<file path="src/rtl/rx_align_pkg.sv">
// rx_align_pkg: shared state encodings, comma patterns and helpers for the symbol lock controller
package rx_align_pkg;
    localparam logic [1:0] SEARCH = 2'd0;
    localparam logic [1:0] VERIFY = 2'd1;
    localparam logic [1:0] LOCKED = 2'd2;
    localparam logic [6:0] COMMA_P = 7'b0011111;
    localparam logic [6:0] COMMA_N = 7'b1100000;
    localparam int OFF_W = 4;

    function automatic logic is_comma(input logic [9:0] c);
        return (c[9:3] == COMMA_P) || (c[9:3] == COMMA_N);
    endfunction
endpackage

</file>
<file path="src/rtl/rx_comma_detect.sv">
// rx_comma_detect: flags comma patterns at each of the ten alignment offsets of a 20-bit window
module rx_comma_detect
    import rx_align_pkg::*;
(
    input  logic [19:0]      i_win,
    output logic             o_comma_any,
    output logic [OFF_W-1:0] o_comma_off,
    output logic [9:0]       o_comma_at
);
    always_comb begin
        o_comma_at = '0;
        for (int k = 0; k < 10; k++) o_comma_at[k] = is_comma(i_win[19-k -: 10]);
    end

    // descending scan so the lowest matching offset is the one left standing
    always_comb begin
        o_comma_off = '0;
        for (int k = 9; k >= 0; k--) if (o_comma_at[k]) o_comma_off = OFF_W'(k);
    end

    assign o_comma_any = |o_comma_at;
endmodule

</file>
<file path="src/rtl/rx_symbol_lock_ctrl.sv">
// rx_symbol_lock_ctrl: comma-based 10-bit alignment with error-count/good-run lock supervision
module rx_symbol_lock_ctrl
    import rx_align_pkg::*;
#(
    parameter int LOCK_COMMAS = 4,
    parameter int LOSS_ERRS   = 4,
    parameter int GOOD_RUN    = 16,
    parameter int DEC_LAT     = 1
)(
    input  logic             i_clk,
    input  logic             i_rst_n,
    input  logic [9:0]       i_raw_in,
    input  logic             i_force_realign,
    input  logic             i_decode_error,
    input  logic             i_disparity_error,
    output logic [9:0]       o_data_aligned,
    output logic [OFF_W-1:0] o_align_offset,
    output logic             o_symbol_lock,
    output logic             o_lock_lost,
    output logic [2:0]       o_err_cnt
);
    localparam int CW = $clog2(LOCK_COMMAS + 1);
    localparam int GW = $clog2(GOOD_RUN + 1);
    localparam int BW = $clog2(DEC_LAT + 2);

    logic [9:0]       r_prev_raw, r_data;
    logic [1:0]       r_state, w_state_nxt;
    logic [OFF_W-1:0] r_off, w_off_nxt, w_comma_off;
    logic [CW-1:0]    r_cc, w_cc_nxt, w_cc_inc;
    logic [GW-1:0]    r_good, w_good_nxt;
    logic [2:0]       r_err, w_err_nxt, w_err_inc;
    logic [BW-1:0]    r_blank;
    logic             r_lock, w_lock_nxt, r_lost, w_lost_nxt;
    logic [19:0]      w_win;
    logic [9:0]       w_comma_at;
    logic             w_comma_any, w_err, w_good_last;

    assign w_win       = {r_prev_raw, i_raw_in};
    assign w_err       = (i_decode_error | i_disparity_error) & (r_blank == '0);
    assign w_cc_inc    = r_cc + 1'b1;
    assign w_err_inc   = (r_err == 3'd7) ? r_err : r_err + 3'd1;
    assign w_good_last = r_good == GW'(GOOD_RUN - 1);

    rx_comma_detect u_det (
        .i_win       (w_win),
        .o_comma_any (w_comma_any),
        .o_comma_off (w_comma_off),
        .o_comma_at  (w_comma_at)
    );

    always_comb begin
        w_state_nxt = r_state;
        w_off_nxt   = r_off;
        w_cc_nxt    = r_cc;
        w_good_nxt  = r_good;
        w_err_nxt   = r_err;
        w_lock_nxt  = r_lock;
        w_lost_nxt  = 1'b0;
        if (i_force_realign) begin
            w_state_nxt = SEARCH;
            w_cc_nxt    = '0;
            w_good_nxt  = '0;
            w_err_nxt   = '0;
            w_lock_nxt  = 1'b0;
            w_lost_nxt  = r_state == LOCKED;
        end else if (r_state == SEARCH) begin
            if (w_comma_any) begin
                w_off_nxt   = w_comma_off;
                w_cc_nxt    = CW'(1);
                w_state_nxt = (LOCK_COMMAS == 1) ? LOCKED : VERIFY;
                w_lock_nxt  = LOCK_COMMAS == 1;
            end
        end else if (r_state == VERIFY) begin
            if (w_err) begin
                w_state_nxt = SEARCH;
                w_cc_nxt    = '0;
            end else if (w_comma_at[r_off]) begin
                w_cc_nxt    = w_cc_inc;
                w_state_nxt = (w_cc_inc == CW'(LOCK_COMMAS)) ? LOCKED : VERIFY;
                w_lock_nxt  = w_cc_inc == CW'(LOCK_COMMAS);
            end else if (w_comma_any) begin
                w_off_nxt = w_comma_off;
                w_cc_nxt  = CW'(1);
            end
        end else if (r_state == LOCKED) begin
            // an error always resets the good run, even on the symbol that would have completed it
            if (w_err) begin
                w_good_nxt = '0;
                w_err_nxt  = (w_err_inc >= 3'(LOSS_ERRS)) ? 3'd0 : w_err_inc;
                if (w_err_inc >= 3'(LOSS_ERRS)) begin
                    w_state_nxt = SEARCH;
                    w_lock_nxt  = 1'b0;
                    w_lost_nxt  = 1'b1;
                end
            end else begin
                w_good_nxt = w_good_last ? '0 : r_good + 1'b1;
                w_err_nxt  = (w_good_last && r_err != 3'd0) ? r_err - 3'd1 : r_err;
            end
        end else begin
            w_state_nxt = SEARCH;
        end
    end

    always_ff @(posedge i_clk or negedge i_rst_n) begin
        if (!i_rst_n) begin
            r_prev_raw <= '0;
            r_data     <= '0;
            r_state    <= SEARCH;
            r_off      <= '0;
            r_cc       <= '0;
            r_good     <= '0;
            r_err      <= '0;
            r_blank    <= '0;
            r_lock     <= 1'b0;
            r_lost     <= 1'b0;
        end else begin
            r_prev_raw <= i_raw_in;
            r_data     <= w_win[19 - r_off -: 10];
            r_state    <= w_state_nxt;
            r_off      <= w_off_nxt;
            r_cc       <= w_cc_nxt;
            r_good     <= w_good_nxt;
            r_err      <= w_err_nxt;
            r_lock     <= w_lock_nxt;
            r_lost     <= w_lost_nxt;
            // decoder flags still refer to symbols cut at the old offset for DEC_LAT cycles
            r_blank    <= (w_off_nxt != r_off) ? BW'(DEC_LAT) : r_blank - BW'(r_blank != '0);
        end
    end

    assign o_data_aligned = r_data;
    assign o_align_offset = r_off;
    assign o_symbol_lock  = r_lock;
    assign o_lock_lost    = r_lost;
    assign o_err_cnt      = r_err;
endmodule

</file>
<file path="config.mk">
export PLATFORM = sky130hd
export DESIGN_NAME = rx_symbol_lock_ctrl
export DESIGN_NICKNAME = d
export VERILOG_FILES = /design/src/rtl/rx_align_pkg.sv /design/src/rtl/rx_comma_detect.sv /design/src/rtl/rx_symbol_lock_ctrl.sv
export SDC_FILE = /design/constraint.sdc
export NUM_CORES = 1
export LEC_CHECK = 0
export ABC_AREA = 1
export BUFFER_PORTS_ARGS = -buffer_cell sky130_fd_sc_hd__buf_4
export CAP_MARGIN = 0
export CELL_PAD_IN_SITES_DETAIL_PLACEMENT = 1
export CELL_PAD_IN_SITES_GLOBAL_PLACEMENT = 2
export CORE_AREA = 4 4 88 124
export CTS_BUF_LIST = sky130_fd_sc_hd__clkbuf_2 sky130_fd_sc_hd__clkbuf_4 sky130_fd_sc_hd__clkbuf_8
export DETAILED_ROUTE_END_ITERATION = 16
export DIE_AREA = 0 0 92 128
export PLACE_DENSITY_LB_ADDON = 0.08
export SYNTH_ARGS = -nofsm -noshare
export SYNTH_HDL_FRONTEND = slang
export SYNTH_SLANG_ARGS = --single-unit
</file>
<file path="constraint.sdc">
create_clock -name i_clk -period 2.2 [get_ports i_clk]
set_input_delay 0.22 -clock i_clk [delete_from_list [all_inputs] [get_ports i_clk]]
set_output_delay 0.22 -clock i_clk [all_outputs]
set_load 0.02 [all_outputs]
</file>
==> impl_results.md <==
- Largest net degree at the start of global routing: 44
- GRT overflow: 0
- Reg area: 1036 um2
- Antenna violations before repair: 0
- Worst r2r dst: o_symbol_lock
- TNS Setup: 0 ns
- Sequential share of the synthesized area: 0.3130
- Slew margin rel.: 0.6219
- Worst path slowest cell: dfrtp_2
- Tightest Pin Transition: 0.5671 ns
- Dpl ws: 0.04390 ns
- Max Cap Violations: 0
- Fin. Hold Viols: 0
- Antenna Cells: 0
- Pwr per Cell Area: 1216 nW/um2
- Vias: 3,486
- Final slew viol count: 0
- Total die area: 11,780 um2
- Total GRT Usage: 0.1955
- Gate power share: 0.645
- Clk Latency, worst-skew pair: 0.31 ns
- Inst Count DP: 673
- Cell Int Power: 2.305 mW
- HPWL Detailed: 9093 um
- Final worst-path cycle share: 0.9180
- CP Capture Type: register
- Switching Power: 2.452 mW
- Clock power frac: 0.118
- Leakage: 1.934 nW
- Clock net sink count: 41
- Antenna-violating nets left: 0
- Clock-pin slew of the registers on the worst-case setup and hold paths: 0.09 ns
- Vias in the first global route: 3,699
- Root buffer cell: clkbuf_8
- Minimum clock period: 2.020 ns
- Worst Skew: 0.008573 ns
- Final nets: 573
- Reg2reg start: r_prev_raw[6]
- Post-layout util: 0.3997
- Top cell type's share of synthesized area: 0.3130
- Share of layout cells above drive strength 1: 0.1967
- Max incr delay on CP: 0.48 ns
- Initial core utilization: 0.3348
- Hold path depth: 1
- Initial DRC Count: 89
- Worst r2r path cells: 16
- Setup slack after layout: 0.1805 ns
- Number of port buffers: 33
- Sw frac: 0.5155
- Total routed wirelength: 11,140 um
- Hold Path Class: in2reg
- Worst Hold End: r_prev_raw[2]
- Filler cells: 1,290
- Status: finished, final reports clean
- Seq pwr share: 0.237
- Worst Path Required: 2.41 ns
- Drc violations: 0
- Die X: 92 um
- Routability cong.: 0.8752
- Num CTS Buffers: 5
- Die Ht: 128 um
- R2r setup slk: 0.18 ns
- Syn Inst Count: 505
- Top_reg_cell synth: dfrtp_1
- Multi-input gate area: 1978 um2
- Io pins: 34
- Syn-to-layout area delta: 19.39%
- Netlist cell types: 35
- CP Class: reg2reg
- CTS tree: done
- Mapped Area: 3278 um2
- Crit path max-delay family: simple AND/OR/NAND/NOR gates
- Area leader, netlist: dfrtp_1
- Row count: 43
- Mean Syn Cell Area: 6.491 um2
- FFs w/ async S/R, synth: 1.000
- Setup crit start kind: register
- Top cells by area, synth: dfrtp_1, nand2_1, nand3_1
- Critical path cell sequence: nand2_1 -> nor2_1 -> nand3_1 -> nand2_1 -> nor2_2 -> inv_2 -> nor2_2 -> inv_2 -> nor3_4 -> nand2_2 -> inv_2 -> nand2_2 -> o221ai_2 -> inv_2 -> nand3_1 -> nand2_1
- Layout Cells excl Fill: 684
- Ys Warns: 0
- Post-DR vias/cell: 5.096
- Most frequent CP cell: inv_2
- FF+latch count, synth: 41
- Number of synthesized flops with an enable pin: 0
- Post-synthesis net count: 530
- Fmax: 495.2 MHz
- Hold Startpoint: i_raw_in[2]
- Worst Path Max Fanout: 9
- Critical Path AT: 2.23 ns
- First-pass GRT wire length: 18,260 um
- H-tree depth: 2
- Worst path bufs/invs: 4
- Routed wire per std cell: 16.29 um
- # setup viols final: 0
- Max VDD drop: 464.0 uV
- Clock buffer depth: 2
- DR pass1 iterations: 4
- Floorplan core area: 9792 um2
how the worst max path moves through the flow:
stage	startpoint	endpoint	slack, ns	cells past startpoint
2_1_floorplan	o_align_offset[2]	o_data_aligned[3]	0.14	10
3_3_place_gp	r_prev_raw[0]	r_blank[1]	0.03	14
3_5_place_dp	r_prev_raw[0]	r_blank[0]	0.04	13
4_1_cts	r_prev_raw[0]	r_blank[1]	0.03	14
5_1_grt	r_prev_raw[2]	r_blank[1]	-0.0009	15
6_report	r_prev_raw[6]	o_symbol_lock	0.18	16
cells by family after synthesis:
| kind of cell | synth area share |
|---|---|
| fa+ha+maj | 0.03817 |
| xor+xnor | 0.005344 |
| flops | 0.3130 |
| mux | 0.02443 |
| buf+inv | 0.09427 |
| simple gates | 0.3725 |
| compound gates | 0.1523 |
Yosys cell counts, types with 2 or more instances:
master    number
nand2_1      129
mux2i_1        8
nor2_1        54
inv_2         12
nor3_1         8
and2_1         2
ha_1          10
o211ai_1       2
o221ai_1       4
a31oi_1        3
nand2_2        7
o22ai_1       11
a21oi_1       14
nand3_2        4
buf_2          3
nand3_1       53
nand4_1        8
nor2_2         7
dfrtp_1       41
o21ai_0       48
inv_1         55
xnor2_1        2
clkbuf_1       7
o21ai_1        2
cell usage in the layout (no fill, tap or decap), types with 2 or more instances in the layout:
master / instances
nand3_1: 53
mux2i_1: 8
o21ai_0: 48
dfrtp_2: 8
xnor2_1: 2
dfrtp_1: 33
inv_1: 55
buf_4: 47
a21oi_1: 12
o21ai_1: 2
a31oi_1: 3
nor2_2: 11
o22ai_1: 11
nand3_2: 4
and2_1: 2
nand4_1: 8
nor3_2: 2
inv_2: 12
clkbuf_8: 6
ha_1: 10
nor2_1: 49
nand2_1: 127
a21oi_2: 2
nor3_1: 7
o211ai_1: 2
nand2_2: 9
o221ai_1: 4
state kept, by name, indices dropped and copies added, names as in the netlist:
name / count
o_align_offset: 4
o_data_aligned: 10
o_err_cnt: 3
o_lock_lost: 1
o_symbol_lock: 1
r_blank: 2
r_cc: 3
r_good: 5
r_prev_raw: 10
r_state: 2
metrics by stage:
stage               hold slack (ns)  area [um2]  power, mW
finish                      0.03472        3914      4.757
global route                0.02925        3914      5.213
CTS                         0.03263        3854      4.806
detailed placement           0.2603        3747      4.231
global placement             0.2525        3747      4.175
floorplan                  -0.07559        3278      3.179
layout make-up:
type                       count  area share
clock inverter                 2    0.003517
inverter                      67     0.06426
sequential                    41      0.2647
timing repair buffer          49     0.09783
tap                          135     0.04316
clock buffer                   6     0.02110
multi-input combinational    384      0.5054
power groups by stage:
stage                     combinational (mW)  sequential, mW  clock, mW
after floorplan                         1.91            1.27          0
after global placement                  3.04            1.14          0
after detailed placement                3.09            1.15          0
after CTS                               3.10            1.13      0.579
after global routing                    3.45            1.16      0.604
final                                   3.07            1.13      0.562
routing by layer:
layer	global-route usage	wire length, um	up-vias
li1	-	-	1747
met1	0.2042	4305	1688
met2	0.4032	6430	40
met3	0.02290	214	11
met4	0.04899	189	0
met5	0	0	-
worst reg2reg max path: cells and delay by family (launching register included):
kind	cells	cell delay (ns)
simple gates	11	1.09
flops	1	0.48
buf+inv	4	0.27
compound gates	1	0.08
repair_timing:
item                       in CTS  in global routing
setup buffers                   0                  2
gates resized for setup         0                 19
hold endpoints to repair       41                  0
hold buffers                    1                  0
setup endpoints to repair       0                  7
(Power assumes the default switching activity.)
